`config.mk`:
```
export PLATFORM = sky130hd
export DESIGN_NAME = alu_slice_seq_ctrl
export DESIGN_NICKNAME = d
export VERILOG_FILES = /design/src/rtl/alu_slice_seq_ctrl.sv
export SDC_FILE = /design/constraint.sdc
export NUM_CORES = 1
export LEC_CHECK = 0
export ABC_AREA = 1
export CAP_MARGIN = 20
export CORE_ASPECT_RATIO = 1.4
export CORE_UTILIZATION = 53
export CTS_BUF_LIST = sky130_fd_sc_hd__clkbuf_16
export CTS_CLUSTER_SIZE = 28
export DETAILED_ROUTE_END_ITERATION = 10
export MAX_ROUTING_LAYER = met4
export PLACE_DENSITY_LB_ADDON = 0.05
export SLEW_MARGIN = 40
export SYNTH_ARGS = -nofsm -noshare
export SYNTH_HDL_FRONTEND = slang
export SYNTH_SLANG_ARGS = --single-unit
```
`constraint.sdc`:
```
create_clock -name clk -period 4.35 [get_ports clk]
set_input_delay 0.87 -clock clk [delete_from_list [all_inputs] [get_ports clk]]
set_output_delay 0.87 -clock clk [all_outputs]
set_load 0.02 [all_outputs]
```
`src/rtl/alu_slice_seq_ctrl.sv`:
```
// alu_slice_seq_ctrl
//   Sequences one shared external 4-bit CLA slice through a WIDTH-bit add or
//   subtract, one nibble per cycle, LSB first. Subtraction feeds ~b with a
//   carry-in of 1. Signed overflow is taken from the top slice, with optional
//   saturation of the result.
//
// Ports
//   clk, rst_n            clock (rising edge), asynchronous active-low reset
//   in_valid / in_ready   request handshake; in_ready is high only in IDLE
//   op_sub, sat_en        1 = a - b / 1 = saturate on signed overflow
//   a, b                  WIDTH-bit two's-complement operands, latched on accept
//   out_valid / out_ready result handshake; out_valid is high only in DONE
//   result, ovfl, cout    registered result, signed overflow, MSB carry out
//   slice_a/_b/_cin       nibble operands and carry driven to the slice (0 unless RUN)
//   slice_sum/_cout/_ovfl combinational slice results
module alu_slice_seq_ctrl #(
    parameter  int unsigned SLICES = 4,
    localparam int unsigned WIDTH  = 4 * SLICES
) (
    input  logic             clk,
    input  logic             rst_n,
    input  logic             in_valid,
    output logic             in_ready,
    input  logic             op_sub,
    input  logic             sat_en,
    input  logic [WIDTH-1:0] a,
    input  logic [WIDTH-1:0] b,
    output logic             out_valid,
    input  logic             out_ready,
    output logic [WIDTH-1:0] result,
    output logic             ovfl,
    output logic             cout,
    output logic [3:0]       slice_a,
    output logic [3:0]       slice_b,
    output logic             slice_cin,
    input  logic [3:0]       slice_sum,
    input  logic             slice_cout,
    input  logic             slice_ovfl
);

    localparam int unsigned IDXW = (SLICES > 1) ? $clog2(SLICES) : 1;

    typedef enum logic [1:0] {
        IDLE,
        RUN,
        DONE
    } state_t;

    state_t state_q, state_d;

    logic [WIDTH-1:0] opa_q, opa_d;
    logic [WIDTH-1:0] opb_q, opb_d;
    logic             carry_q, carry_d;
    logic             sat_q, sat_d;
    logic [IDXW-1:0]  idx_q, idx_d;
    logic [WIDTH-1:0] result_q, result_d;
    logic             ovfl_q, ovfl_d;
    logic             cout_q, cout_d;

    logic             last_slice;

    assign last_slice = (idx_q == IDXW'(SLICES - 1));

    // State register
    always_ff @(posedge clk or negedge rst_n) begin
        if (!rst_n) begin
            state_q <= IDLE;
        end else begin
            state_q <= state_d;
        end
    end

    // Next-state logic
    always_comb begin
        state_d = state_q;
        case (state_q)
            IDLE:    if (in_valid)   state_d = RUN;
            RUN:     if (last_slice) state_d = DONE;
            DONE:    if (out_ready)  state_d = IDLE;
            default:                 state_d = IDLE;
        endcase
    end

    // Outputs decoded from state; slice nibble chosen by a constant-index
    // loop so every part-select stays static.
    always_comb begin
        in_ready  = (state_q == IDLE);
        out_valid = (state_q == DONE);
        slice_a   = '0;
        slice_b   = '0;
        slice_cin = 1'b0;
        if (state_q == RUN) begin
            slice_cin = carry_q;
            for (int unsigned i = 0; i < SLICES; i++) begin
                if (idx_q == IDXW'(i)) begin
                    slice_a = opa_q[4*i +: 4];
                    slice_b = opb_q[4*i +: 4];
                end
            end
        end
    end

    // Datapath next-state
    always_comb begin
        opa_d    = opa_q;
        opb_d    = opb_q;
        carry_d  = carry_q;
        sat_d    = sat_q;
        idx_d    = idx_q;
        result_d = result_q;
        ovfl_d   = ovfl_q;
        cout_d   = cout_q;
        case (state_q)
            IDLE: begin
                if (in_valid) begin
                    opa_d   = a;
                    opb_d   = op_sub ? ~b : b;
                    carry_d = op_sub;
                    sat_d   = sat_en;
                    idx_d   = '0;
                end
            end
            RUN: begin
                for (int unsigned i = 0; i < SLICES; i++) begin
                    if (idx_q == IDXW'(i)) begin
                        result_d[4*i +: 4] = slice_sum;
                    end
                end
                carry_d = slice_cout;
                idx_d   = idx_q + 1'b1;
                if (last_slice) begin
                    ovfl_d = slice_ovfl;
                    cout_d = slice_cout;
                    // Overflow direction follows the sign of A: a negative A
                    // can only overflow downward, a positive A only upward.
                    if (sat_q && slice_ovfl) begin
                        result_d = opa_q[WIDTH-1] ? {1'b1, {(WIDTH-1){1'b0}}}
                                                  : {1'b0, {(WIDTH-1){1'b1}}};
                    end
                end
            end
            default: ;
        endcase
    end

    // Datapath registers
    always_ff @(posedge clk or negedge rst_n) begin
        if (!rst_n) begin
            opa_q    <= '0;
            opb_q    <= '0;
            carry_q  <= 1'b0;
            sat_q    <= 1'b0;
            idx_q    <= '0;
            result_q <= '0;
            ovfl_q   <= 1'b0;
            cout_q   <= 1'b0;
        end else begin
            opa_q    <= opa_d;
            opb_q    <= opb_d;
            carry_q  <= carry_d;
            sat_q    <= sat_d;
            idx_q    <= idx_d;
            result_q <= result_d;
            ovfl_q   <= ovfl_d;
            cout_q   <= cout_d;
        end
    end

    assign result = result_q;
    assign ovfl   = ovfl_q;
    assign cout   = cout_q;

endmodule

```
# == Word level (Yosys, flattened, before mapping) ==
# Index checks and enable logic that the tools add are counted.
# W data, S select, Z words.
# classes
reduce_logical,8
order_cmp,0
addsub,1
n_mul,0
n_shift,0
eq_ne,8
n_mux,27
div_mod_pow,0
n_bitwise,1
# op_table
cell,count
$mux W16,4
$mux W4,14
$not A16 Y16,1
$mux W2,4
$eq A2 B2 Y1 const B,3
$pmux W2 S3,1
$reduce_and A2 Y1,3
$eq A2 B1 Y1 const B,2
$logic_not A2 Y1,2
$ne A2 B2 Y1 const B,2
$pmux W2 S2,1
$reduce_and A3 Y1,1
$add A2 B1 Y2 const B,1
$mux W1,2
$ne A2 B1 Y1 const B,1
$pmux W1 S2,1
$reduce_bool A2 Y1,1
$logic_and A1 B1 Y1,1
# totals
ff_bits,56
mem_bits_ro,0
ramBits,0
input_bits,44
memories,0
latchBits,0
out_inout_bits,29

# == Logic depth before layout (Yosys ltp) ==
# Gate-level depths: netlist (run 1).
# logic_depth
ltp_word,6
depth_mapped,8

# == Worst setup path before layout (run 1) ==
# Ideal clock, no wire load.
# synth_path
path_type,reg2out
start,reg idx_q[0]
end,out slice_a[0]
stages_incl_launch_ff,7
t_arrival_ps,1310
path_slack_ps,2170
required_ps,3480
cell_sequence,dfrtp_1 -> ha_1 -> inv_4 -> nand2_1 -> nor2_1 -> nand2_1 -> nand2_1
# synth_between
elab_chain_cells,6
word_cells_on_any_way,9
cone_classes,3 x eq/ne; 5 x mux; 1 x reduce/logical
# synth_lines
item,line_no,rtl
"start, declared",55,"logic [IDXW-1:0] idx_q, idx_d;"
"start signal, assigned",162,idx_q <= idx_d;
$logic_not A2 Y1,95,if (idx_q == IDXW'(i)) begin
$mux W4 (3 in a row),95,
$mux W4 (*),95,
$mux W4 (*),92,if (state_q == RUN) begin
"end, declared",33,"output logic [3:0] slice_a,"
# Mark *: on every way between the ends. The rest lies on a longest branch, timed or not.

# == Worst setup path after layout (run 1) ==
# layout_path
start,reg idx_q[0]
end,out slice_a[3]
# Same word-level chain as after synthesis.

==> results.txt, run 1 <==
----------------------------------------------------
[Floorplanning]
  Site row count ... 31
  Floorplan die area ... 5764 um^2
  Core outline area ... ~5200 um^2
  Initial standard-cell utilization of the core ... 55.68%
  Die Width ... 64.45 um
  Number of top-level pins ... 73
  Die span in y ... 89.44 um

[Synth]
  Syn_nets ... around 430
  Cells after Synth ... 378
  Simple-Gate Fraction of Synth Area ... 31.26%
  Combinational family with the most area after synthesis ... simple AND/OR/NAND/NOR gates
  Synth Area in XOR/XNOR ... between 4 and 5%
  Multiplexer area fraction after synthesis ... 0%
  FF+latch count, synth ... 56
  Number of warnings reported in the yosys synthesis log ... 0
  Cell area after technology mapping ... 2894 um^2
  Post-synthesis sequential area ratio ... 48.42%
  Average footprint of a synthesized cell ... 7.656 um^2
  Area share of fa/ha/maj cells after synthesis ... 1.729%
  Number of distinct library cells after synthesis ... 24
  Synth Area in Compound Gates ... slightly above 8%

[Clock network]
  Clk Latency, worst-skew pair ... 0.29 ns
  Maximum buffer depth of the clock tree ... 2
  Root buffer cell ... sky130_fd_sc_hd__clkbuf_16
  Hold-fix buffers at CTS ... 0
  TritonCTS clock tree ... done
  Post-CTS Resized ... 0
  Clk sink count ... between 50 and 60
  Number of buffers inserted by post-CTS setup repair ... 0
  Number of H-tree levels ... 2
  Clock transition at the registers of the reported paths ... 0.07 ns
  Number of buffers created by CTS ... 5

[Power]
  Switching Power ... 1223 uW
  Switching part of the total ... 43.97%
  Clock network power share ... 13.7%
  Largest voltage drop on the vdd net ... between 0.3 and 0.4 mV
  Static Leak ... ~0.0019 uW
  Gate power share ... 52.8%
  Power density normalized to cell area ... between 700 and 800 nW/um^2
  Relative contribution of sequential cells to total power ... 33.5%
  Internal power ... ~1600 uW

[Worst setup path]
  Launch point of the critical path ... idx_q[0]
  Element type at the critical path end ... primary output
  Worst reg2reg startpoint ... idx_q[0]
  Worst reg-to-reg setup slack ... 2.69 ns
  Startpoint type of the worst setup path ... flip-flop
  Data arrival time of the critical path ... 2.37 ns
  Startpoint-to-endpoint class of the critical path ... reg2out
  Capture point of the critical path ... slice_a[3]
  Worst reg-to-reg path cell count ... 7
  Max FO, Critical Path ... 9
  Crit path required time ... 3.48 ns
  Worst reg2reg path endpoint ... result[0]

[Timing]
  Ratio of final minimum period to clock period ... 74.48%
  Slew margin rel. ... 52.60%
  Number of endpoints failing setup at the final stage ... 0
  Maximum clock skew at final layout ... 0.007368 ns
  Number of failing hold endpoints at the final stage ... 0
  Slew Limit Fails ... 0
  Post-layout min period ... 3.240 ns
  Minimum hold slack ... 0.4754 ns
  Setup_tns ... 0 ns
  Max frequency ... 308.7 MHz
  Slew at the pin with the worst max-slew slack ... 0.7111 ns
  Unrepaired setup endpoints after global routing ... no

[Final layout]
  Area grow syn2layout ... 29.66%
  Highest-count cells in the layout ignoring fill and taps ... sky130_fd_sc_hd__nand2_1 (176), sky130_fd_sc_hd__clkdlybuf4s50_1 (70), sky130_fd_sc_hd__dfrtp_1 (56)
  Number of antenna cells inserted ... 0
  Final instance area ... around 3800 um^2
  Number of fill cells in the layout ... 442
  Most common library cell in the layout ignoring fill and taps ... sky130_fd_sc_hd__nand2_1
  Nets ... 492
  Proportion of layout cells with a drive suffix above 1 ... 5.169%

[GRT]
  Total congestion overflow ... 0
  Number of global-route vias before repair ... 2,433
  Global-route wire length before repair ... about 11 mm
  Pin count of the biggest net entering global routing ... 57
  Total routing usage reported by global routing ... between 20% and 30%
  Initial antenna violation count ... 0

[Route]
  Total DRC errors in the routed layout ... 0
  TritonRoute pass-1 iters ... 4
  Remaining antenna violation count after routing ... 0
  WL/cell ... 13.30 um
  Ratio of routed vias to standard cells ... 5.176
  Vias ... 2,645
  Total length of routed wires ... 6.794 mm
  First DRT Iteration DRCs ... ~180

[Job]
  Max cap viols ... 0

[Place]
  Half-perimeter wire length of the detailed placement result ... roughly 4.8 mm
  RD Place Congestion ... around 0.85
  Instance area after placement ... 3611 um^2
  Number of port buffers ... 72

[Worst hold path]
  Worst Hold Class ... reg2reg

[Outcome]
  Outcome ... completed

----------------------------------------------------
state kept, by name, summed over array words and instances, names as in the netlist:
register and cells:
carry_q 1, cout 1, idx_q 2, opa_q 16, opb_q 16, result 16
sat_q 1, state_q 2, ovfl 1
kinds of logic after synthesis:
group | Yosys count
adders and majority gates | 4
DFF | 56
AOI/OAI and AO/OA | 44
xor gates and xnor gates | 16
buffers and inverters | 31
and+or+nand+nor | 227
stage by stage:
stage / setup slack, ns / std cells / util (%) / power (uW)
finish: 1.110 / 511 / 72.20 / 2781
floorplan: 2.170 / 378 / - / 1876
global route: 0.9697 / 511 / 72.20 / 2999
global placement: 1.475 / 503 / 69.57 / 2363
detailed placement: 1.443 / 503 / 69.48 / 2402
CTS: 1.119 / 511 / 72.10 / 2792
synth_stat cells, drive strengths merged:
library cell	instances	area (um^2)
ha	4	50.05
clkbuf	2	7.510
o31ai	1	7.510
a21oi	8	40.04
nand2	178	673.1
xnor2	16	140.1
nand4	1	6.260
nand3	8	40.04
inv	14	55.06
buf	15	98.84
o21ai	34	181.4
o211ai	1	7.510
nor2	40	185.2
dfrtp	56	1401
critical path, cell delays in order (launching register included):
cell and delay, ns:
sky130_fd_sc_hd__dfrtp_1 0.43, sky130_fd_sc_hd__ha_1 0.31, sky130_fd_sc_hd__inv_4 0.17, sky130_fd_sc_hd__nand2_1 0.26, sky130_fd_sc_hd__nor2_1 0.17, sky130_fd_sc_hd__nand2_1 0.06, sky130_fd_sc_hd__nand2_1 0.07, sky130_fd_sc_hd__clkdlybuf4s50_1 0.60
metal layers:
metal / global-route usage, % / vias to the layer above / wire [um]
met5: - / - / 0
met1: 29.05 / 1244 / 2694
met3: 3.827 / 17 / 234
met2: 46.51 / 82 / 3648
li1: - / 1302 / -
met4: 13.74 / 0 / 216
worst min-delay path by stage:
stage                     slack [ns]  startpoint  endpoint  cells after the start
after floorplan                 0.45    opa_q[4]  opa_q[4]                      2
after global placement          0.46        ovfl      ovfl                      2
after detailed placement        0.47    opa_q[7]  opa_q[7]                      2
after CTS                       0.48        ovfl      ovfl                      2
after global routing            0.49        ovfl      ovfl                      2
final                           0.48        ovfl      ovfl                      2
power by group through the flow:
stage | combinational (uW) | clock [uW] | sequential, uW
after floorplan | 889 | 0 | 987
after global placement | 1440 | 0 | 925
after detailed placement | 1470 | 0 | 932
after CTS | 1480 | 389 | 928
after global routing | 1640 | 405 | 958
final | 1470 | 382 | 930
final cells by class:
cell class                 instances  area (um^2)  share of cell area (%)
multi-input combinational        291         1336                   35.61
inverter                          14        55.05                   1.467
clock inverter                     3        11.26                  0.3001
clock buffer                       5        125.1                   3.334
timing repair buffer              76        740.7                   19.74
tap                               66        82.58                   2.201
sequential                        56         1401                   37.35
Note: power is estimated with default switching activity, not from simulation.
==> run 2: changes to the inputs <==
--- a/config.mk
+++ b/config.mk
@@ -8,7 +8,7 @@
 export ABC_AREA = 1
 export CAP_MARGIN = 20
 export CORE_ASPECT_RATIO = 1.4
-export CORE_UTILIZATION = 53
+export CORE_UTILIZATION = 44
 export CTS_BUF_LIST = sky130_fd_sc_hd__clkbuf_16
 export CTS_CLUSTER_SIZE = 28
 export DETAILED_ROUTE_END_ITERATION = 10
==> constraint.sdc (replaced) <==
create_clock -name clk -period 2.6 [get_ports clk]
set_input_delay 0.52 -clock clk [delete_from_list [all_inputs] [get_ports clk]]
set_output_delay 0.52 -clock clk [all_outputs]
set_load 0.02 [all_outputs]
==> run 2 against run 1 <==
Against the previous run:
- the flow now finishes with violations (DRC)
- clock skew is 0.0013 ns lower
- highest routed layer unchanged
- cell area rose by 3.1%
- global-route usage fell by 4.1 points
==> results.txt, run 2 (synthesis results as in run 1) <==
----------------------------------------------------
[Outcome]
  Outcome ... finished with violations
  Violated checks ... DRC

[Route]
  TritonRoute pass-1 iters ... 7 (+3)
  Ratio of routed vias to standard cells ... 4.975 (-3.9%)
  Vias ... 2,637 (-0.30%)
  Total length of routed wires ... 6.826 mm (+0.47%)
  Total DRC errors in the routed layout ... 6 (+6)
  First DRT Iteration DRCs ... 116 (-34%)
  WL/cell ... 12.88 um (-3.1%)
  Remaining antenna violation count after routing ... 0 (unchanged)

[Power]
  Largest voltage drop on the vdd net ... 0.5439 mV (+63%)
  Gate power share ... 53.0% (+0.2 points)
  Switching Power ... 2027 uW (+66%)
  Clock network power share ... 13.7% (about the same)
  Internal power ... 2640 uW (+69%)
  Switching part of the total ... 43.43% (-0.54 points)
  Relative contribution of sequential cells to total power ... 33.4% (about the same)
  Power density normalized to cell area ... 1206 nW/um^2 (+63%)
  Static Leak ... 0.001989 uW (+6.2%)

[Worst setup path]
  Element type at the critical path end ... primary output
  Worst reg-to-reg setup slack ... 1.09 ns (-1.60 ns)
  Data arrival time of the critical path ... 1.91 ns (-0.46 ns)
  Max FO, Critical Path ... 8 (-1)
  Crit path required time ... 2.08 ns (-1.40 ns)
  Crit-path slowest cell ... sky130_fd_sc_hd__dfrtp_1
  Startpoint-to-endpoint class of the critical path ... reg2out
  Cells along the critical path ... ha_1, inv_4, buf_4, nor2_8, buf_4, nand2_1, nand2_1, dlygate4sd2_1
  Slowest Stage Delay on Critical Path ... 0.41 ns (-0.19 ns)
  Startpoint type of the worst setup path ... flip-flop

[Final layout]
  Area grow syn2layout ... 33.72%
  Number of antenna cells inserted ... 0 (unchanged)
  Number of fill cells in the layout ... 607 (+37%)
  Proportion of layout cells with a drive suffix above 1 ... 8.297% (+3.1 points)
  Most common library cell in the layout ignoring fill and taps ... sky130_fd_sc_hd__nand2_1
  Highest-count cells in the layout ignoring fill and taps ... sky130_fd_sc_hd__nand2_1 (175), sky130_fd_sc_hd__clkdlybuf4s50_1 (63), sky130_fd_sc_hd__dfrtp_1 (56)
  Nets ... 505 (+2.6%)
  Post-layout utilization of the core ... 61.47% (-11 points)
  Final Instance Count excl. Fillers ... 530 (+3.7%)

[Timing]
  Maximum clock skew at final layout ... 0.006057 ns (-0.001311 ns)
  Post-layout min period ... 2.432 ns
  Number of failing hold endpoints at the final stage ... 0 (unchanged)
  Slew margin rel. ... 70.59% (+18 points)
  Setup_tns ... 0 ns (unchanged)
  Unrepaired setup endpoints after global routing ... no
  Number of endpoints failing setup at the final stage ... 0 (unchanged)
  Slew Limit Fails ... 0 (unchanged)
  Ratio of final minimum period to clock period ... 93.55%
  Max frequency ... roughly 410 MHz
  Slew at the pin with the worst max-slew slack ... 0.4365 ns (-0.2746 ns)
  Min setup slack post-route ... 0.1677 ns (-0.9426 ns)

[GRT]
  Initial antenna violation count ... 0 (unchanged)
  Total congestion overflow ... 0 (unchanged)
  Number of global-route vias before repair ... 2,575 (+5.8%)
  GRT busiest layer ... met2
  Pin count of the biggest net entering global routing ... 57 (unchanged)
  Global-route met2 utilization ... 39.58% (-6.9 points)
  Total routing usage reported by global routing ... 22.38% (-4.1 points)
  Met3 Usage GRT ... 3.612% (-0.21 points)
  Global-route wire length before repair ... 11.73 mm (+5.7%)
  Met1 routing resource usage after global routing ... 25.05% (-4.0 points)

[Floorplanning]
  Die span in y ... 97.96 um (+9.5%)
  Number of top-level pins ... 73 (unchanged)
  Floorplan die area ... 6910 um^2 (+20%)
  Site row count ... 34 (+9.7%)
  Core outline area ... 6296 um^2 (+21%)
  Initial standard-cell utilization of the core ... 45.97% (-9.7 points)
  Die Width ... 70.54 um (+9.4%)

[Clock network]
  Clk Latency, worst-skew pair ... 0.29 ns (about the same)
  Number of buffers created by CTS ... 5 (unchanged)
  Clock transition at the registers of the reported paths ... 0.07 ns (about the same)
  Hold-fix buffers at CTS ... 0 (unchanged)
  Number of H-tree levels ... 2 (unchanged)
  Maximum buffer depth of the clock tree ... 2 (unchanged)
  Root buffer cell ... sky130_fd_sc_hd__clkbuf_16
  Clk sink count ... 56 (unchanged)
  TritonCTS clock tree ... done

[Place]
  Dpl ws ... 0.2274 ns (-1.215 ns)
  RD Place Congestion ... 0.7862 (-7.4%)
  Number of port buffers ... 72 (unchanged)
  Half-perimeter wire length of the detailed placement result ... 4.887 mm (+2.2%)
  Instance count after placement with tap cells included ... 518 (+3.0%)

[Job]
  Max cap viols ... 0 (unchanged)

[Worst hold path]
  Worst Hold Class ... in2async

----------------------------------------------------
-- run 2: cell count changes in the layout (fill, tap and decap cells not counted) --
cell and change:
sky130_fd_sc_hd__buf_4 +12, sky130_fd_sc_hd__buf_2 -1, sky130_fd_sc_hd__inv_2 +2, sky130_fd_sc_hd__clkdlybuf4s50_1 -7
sky130_fd_sc_hd__nand2_1 -1, sky130_fd_sc_hd__dlymetal6s2s_1 +2, sky130_fd_sc_hd__buf_12 +1, sky130_fd_sc_hd__nand2_4 -1
sky130_fd_sc_hd__inv_1 -2, sky130_fd_sc_hd__dlygate4sd2_1 +6, sky130_fd_sc_hd__nand2_2 +2
-- run 2: final timing paths --
path | from | to | depth (start not counted)
min reg2reg | opa_q[13] | opa_q[13] | 2
max reg2reg | idx_q[0] | result[2] | 5
min | rst_n | state_q[1] | 2
max | idx_q[0] | slice_a[3] | 8
max in group asynchronous | rst_n | opb_q[13] | 2
min in group clk | opa_q[13] | opa_q[13] | 2
-- run 2: final cells by class --
cell class	count	area (um^2)	share of cell area, %
clock buffer	5	125.1	3.233
clock inverter	3	11.26	0.2910
inverter	14	55.05	1.423
multi-input combinational	291	1334	34.46
sequential	56	1401	36.21
tap	72	90.09	2.328
timing repair buffer	89	853.3	22.05
-- run 2: routing by layer --
| metal | routed length, um | vias up |
|---|---|---|
| li1 | - | 1326 |
| met1 | 2735 | 1241 |
| met2 | 3679 | 59 |
| met3 | 233 | 11 |
| met4 | 178 | 0 |
| met5 | 0 | - |
-- run 2: what timing repair did --
item / CTS / global route
buffers inserted: 4 / 0
gates resized for setup: 9 / 2
setup endpoints to repair: 8 / 2
pin swaps: 1 / 0
gates cloned: 0 / 0
-- run 2: stage by stage --
step,hold WS (ns),area [um^2],power (uW)
CTS,0.2342,3865,4718
global placement,0.4627,3704,4038
finish,0.2103,3870,4667
floorplan,0.2244,2894,3139
global route,0.2372,3870,5069
detailed placement,0.4654,3704,4086
-- run 2: power groups by stage --
| stage | sequential, uW | clock, uW | combinational [uW] |
|---|---|---|---|
| global route | 1610 | 691 | 2770 |
| global placement | 1560 | 0 | 2480 |
| CTS | 1550 | 649 | 2510 |
| finish | 1560 | 637 | 2470 |
| detailed placement | 1560 | 0 | 2520 |
| floorplan | 1650 | 0 | 1490 |
-- run 2: critical path, delay by kind of cell, from the launching register on --
kind | cells | cell delay, ns
and+or+nand+nor | 3 | 0.28
DFF | 1 | 0.41
adders and majority gates | 1 | 0.23
buffers and inverters | 4 | 0.70
